<file path="src/rtl/vedic8mul_seq_ctrl.sv">
// vedic8mul_seq_ctrl: sequential 8x8 unsigned multiplier that time-shares a single 4x4 Vedic multiplier over four partial products
//   clk, rst              : clock, synchronous active-high reset
//   in_valid/in_ready, a, b : operand handshake, 8-bit unsigned operands
//   out_valid/out_ready, p  : result handshake, 16-bit unsigned product
//   busy                  : high whenever the controller is not idle
module vedic2mul (
    input  logic [1:0] a,
    input  logic [1:0] b,
    output logic [3:0] c
);
    logic t, u, v, k;
    assign t = a[1] & b[0];
    assign u = a[0] & b[1];
    assign v = a[1] & b[1];
    assign k = t & u;
    assign c = {v & k, v ^ k, t ^ u, a[0] & b[0]};
endmodule

module vedic4mul (
    input  logic [3:0] a,
    input  logic [3:0] b,
    output logic [7:0] c
);
    logic [3:0] q0, q1, q2, q3;
    vedic2mul u_ll (.a(a[1:0]), .b(b[1:0]), .c(q0));
    vedic2mul u_hl (.a(a[3:2]), .b(b[1:0]), .c(q1));
    vedic2mul u_lh (.a(a[1:0]), .b(b[3:2]), .c(q2));
    vedic2mul u_hh (.a(a[3:2]), .b(b[3:2]), .c(q3));
    assign c = {4'd0, q0} + {2'd0, q1, 2'd0} + {2'd0, q2, 2'd0} + {q3, 4'd0};
endmodule

module vedic8mul_seq_ctrl (
    input  logic        clk,
    input  logic        rst,
    input  logic        in_valid,
    output logic        in_ready,
    input  logic [7:0]  a,
    input  logic [7:0]  b,
    output logic        out_valid,
    input  logic        out_ready,
    output logic [15:0] p,
    output logic        busy
);
    typedef enum logic [1:0] {IDLE, MUL, DONE} state_t;
    state_t      state_q, state_d;
    logic [1:0]  step_q, step_d;
    logic [15:0] acc_q, acc_d;
    logic [7:0]  a_q, a_d, b_q, b_d;
    logic [3:0]  ma, mb;
    logic [7:0]  c;
    logic [15:0] pp;
    logic        mul_en;
    // Outside MUL the multiplier sees the step-0 nibbles and its result is unused
    assign mul_en = state_q == MUL;
    assign ma = (mul_en && step_q[1]) ? a_q[7:4] : a_q[3:0];
    assign mb = (mul_en && step_q[0]) ? b_q[7:4] : b_q[3:0];
    vedic4mul u_mul (.a(ma), .b(mb), .c(c));
    assign pp = step_q == 2'd3 ? {c, 8'd0} : step_q == 2'd0 ? {8'd0, c} : {4'd0, c, 4'd0};
    always_ff @(posedge clk) begin
        if (rst) begin
            state_q <= IDLE;
            step_q  <= 2'd0;
            acc_q   <= 16'd0;
            a_q     <= 8'd0;
            b_q     <= 8'd0;
        end else begin
            state_q <= state_d;
            step_q  <= step_d;
            acc_q   <= acc_d;
            a_q     <= a_d;
            b_q     <= b_d;
        end
    end
    always_comb begin
        state_d = state_q;
        step_d  = step_q;
        acc_d   = acc_q;
        a_d     = a_q;
        b_d     = b_q;
        case (state_q)
            IDLE: if (in_valid) begin
                a_d     = a;
                b_d     = b;
                acc_d   = 16'd0;
                step_d  = 2'd0;
                state_d = MUL;
            end
            MUL: begin
                acc_d   = acc_q + pp;
                step_d  = step_q + 2'd1;
                state_d = step_q == 2'd3 ? DONE : MUL;
            end
            DONE:    state_d = out_ready ? IDLE : DONE;
            default: state_d = IDLE;
        endcase
    end
    assign in_ready  = state_q == IDLE;
    assign out_valid = state_q == DONE;
    assign busy      = state_q != IDLE;
    assign p         = acc_q;
endmodule

</file>
<file path="config.mk">
export PLATFORM = sky130hd
export DESIGN_NAME = vedic8mul_seq_ctrl
export DESIGN_NICKNAME = d
export VERILOG_FILES = /design/src/rtl/vedic8mul_seq_ctrl.sv
export SDC_FILE = /design/constraint.sdc
export NUM_CORES = 1
export LEC_CHECK = 0
export ABC_AREA = 1
export ABC_CLOCK_PERIOD_IN_PS = 13450
export CAP_MARGIN = 20
export CORE_ASPECT_RATIO = 1.75
export CORE_MARGIN = 1
export CORE_UTILIZATION = 40
export DETAILED_ROUTE_END_ITERATION = 6
export HOLD_SLACK_MARGIN = 0.06
export PLACE_DENSITY = 0.66
export SYNTH_ARGS = -nofsm -noshare
export SYNTH_HDL_FRONTEND = slang
export SYNTH_HIERARCHICAL = 1
export SYNTH_SLANG_ARGS = --single-unit
export TNS_END_PERCENT = 50
</file>
<file path="constraint.sdc">
create_clock -name clk -period 13.45 [get_ports clk]
set_clock_uncertainty 0.1 [all_clocks]
set_input_delay 1.345 -clock clk [delete_from_list [all_inputs] [get_ports clk]]
set_output_delay 1.345 -clock clk [all_outputs]
set_load 0.02 [all_outputs]
</file>
==> flow_metrics.env <==
export IMPL_run_status="finished clean"
export IMPL_crit_top_cell="nand2_1"
export IMPL_tightest_slew_ns=0.546
export IMPL_grt_pass1_vias=2886
export IMPL_peakVddDrop_mv=0.0748
export IMPL_synth_area_leaders="dfxtp_1 24%, nand2_1 20%, ha_1 13%, inv_1 11%, a21oi_1 8.6%"
export IMPL_cts_resized=0
export IMPL_synth_seq_cells=36
export IMPL_ys_flop_type="dfxtp_1"
export IMPL_hold_viol=0
export IMPL_power_leakage_uw=0.00189
export IMPL_synthArstFlopShare=0
export IMPL_clock_latency_ns=0.29
export IMPL_period_needed_ns=5.27
export IMPL_crit_slowest_cell="nor2_4"
export IMPL_cts_tree="built"
export IMPL_synth_nets=525
export IMPL_yosysWarningCount=6
export IMPL_rows=41
export IMPL_postCtsSetupBuffers=0
export IMPL_clock_root_buffer="clkbuf_16"
export IMPL_drive_above_1_share=0.0474
export IMPL_drt_vias_per_instance=4.83
export IMPL_relSlewSlack=0.635
export IMPL_clock_fmax_ghz=0.190
export IMPL_core_um2=7230
export IMPL_num_io_pins=39
export IMPL_drv_slew=0
export IMPL_cap_violations=0
export IMPL_netlist_top_cells_count="159 x nand2_1, 88 x inv_1, 51 x a21oi_1"
export IMPL_synth_top_area_share=0.242
export IMPL_yosysMostFrequentCell="nand2_1"
export IMPL_p_per_area_nw_per_um2=82.7
export IMPL_clock_sinks=36
export IMPL_arrival_ns=5.33
export IMPL_worstPathRequired_ns=13.51
export IMPL_finalSetupViolCount=0
export IMPL_die_height_um=116
export IMPL_drt_iter0_markers=150
export IMPL_start_kind="flip-flop"
export IMPL_avgSynthCellArea_um2=6.37
export IMPL_grt_use_total=0.210
export IMPL_drc=0
export IMPL_finalCritPeriodShare=0.392
export IMPL_hold_buffers=0
export IMPL_die_w_um=67.3
export IMPL_area_growth_pct=20.7
export IMPL_die_area_um2=7820
export IMPL_power_uw=298
export IMPL_setup_tns_ns=0
export IMPL_clock_path_buffers=2
export IMPL_crit_type="reg -> reg"
export IMPL_worstPathMaxFanout=18
export IMPL_wl_per_cell_um=12.1
export IMPL_rsz0062_at_grt="false"
export IMPL_yosysTopAreaCell="dfxtp_1"
export IMPL_syn_instance_count=468
export IMPL_diodes=0
export IMPL_cts_made_buffers=5
export IMPL_ys_seq_area_frac=0.242
export IMPL_dp_hpwl_um=5760
export IMPL_io_buffers=38
export IMPL_min_path_type="reg -> reg"
export IMPL_antenna_found_initial=0
export IMPL_h_tree_depth=2
export IMPL_clkTransAtPathRegs_ns=0.06
export IMPL_vias=2858
export IMPL_critical_path_max_stage_delay_ns=0.43
export IMPL_dr_pass1_iters=4
export IMPL_drtAntennaViolNets=0
export IMPL_synth_edf_count=0
export IMPL_grt_start_max_net_pins=37
export IMPL_place_gp_congestion=0.909
export IMPL_grt_pass1_wl_um=12300
export IMPL_worst_setup_path_end_kind="flip-flop"
export IMPL_synth_cell_type_count=30
export IMPL_nets=562
export IMPL_wl_um=7180
export IMPL_initial_utilization=0.412
export IMPL_synth_cell_area_um2=2980
export IMPL_grt_overflow_total=0
==> where the power goes <==
part | leakage [uW] | switching, uW | internal, uW
Clock | 0.0000808 | 47.1 | 87.2
Combinational | 0.00151 | 29.5 | 19.5
Sequential | 0.000293 | 2.99 | 111
==> cells by family after synthesis <==
kind of cell | share of synthesized area
and+or+nand+nor | 0.312
buffers and inverters | 0.128
AOI/OAI and AO/OA | 0.112
adders and majority gates | 0.170
DFF | 0.242
muxes | 0.0302
xor gates and xnor gates | 0.00588
==> placed cells by master (no fill, tap or decap), drive strengths merged, types with 7 or more instances in the layout <==
master,count
dfxtp,36
a21oi,51
nand2,160
ha,31
nand3,27
nor2,16
mux2,8
inv,89
o21ai,13
clkdlybuf4s50,38
nor3,7
==> routing by layer <==
metal  vias up  GRT usage  share of wire  wire length (um)
met4         0      0.122          0.049               354
met5         -          0              0                 0
li1       1532          -              -                 -
met3        24     0.0303          0.025               178
met2        59      0.408           0.55              3940
met1      1243      0.199           0.38              2710
==> area by class of cell <==
cell class,count,area (um^2)
clock inverters,2,35.0
flip-flops and latches,36,721
fillers,734,3630
multi-input cells,333,1880
repair buffers,39,388
well taps,86,108
clock buffers,6,129
inverters,90,338
==> state kept, by name, indices dropped and copies added (netlist names) <==
signal / cells
p: 16
b_q: 8
a_q: 8
step_q: 2
state_q: 2
==> per-stage QoR <==
step | std cells | utilization | cell area, um^2 | hold slack, ns | worst slack, ns
2_1_floorplan | 468 | - | 2980 | 0.340 | 8.99
5_1_grt | 592 | 0.497 | 3600 | 0.386 | 7.70
4_1_cts | 592 | 0.497 | 3600 | 0.363 | 8.11
3_5_place_dp | 584 | 0.475 | 3430 | 0.354 | 8.10
6_report | 592 | 0.497 | 3600 | 0.361 | 8.18
3_3_place_gp | 584 | 0.475 | 3430 | 0.351 | 8.23
==> critical path, delay by kind of cell (launching register included) <==
| family | cells | cell delay [ns] |
|---|---|---|
| adder cells (fa/ha/maj) | 6 | 1.78 |
| flip-flops | 1 | 0.36 |
| multiplexers | 1 | 0.38 |
| buffers and inverters | 7 | 0.50 |
| AND/OR/NAND/NOR | 15 | 1.69 |
| AO/OA/AOI/OAI | 3 | 0.33 |
==> worst paths after layout <==
path | start | to | slack (ns) | cells after the start
worst max-delay path | state_q[0] | p[13] | 8.18 | 32
worst min-delay path | a_q[7] | a_q[7] | 0.36 | 2
worst max register to register | state_q[0] | p[13] | 8.18 | 32
worst min register to register | a_q[7] | a_q[7] | 0.36 | 2
Note: power is estimated with default switching activity, not from simulation.
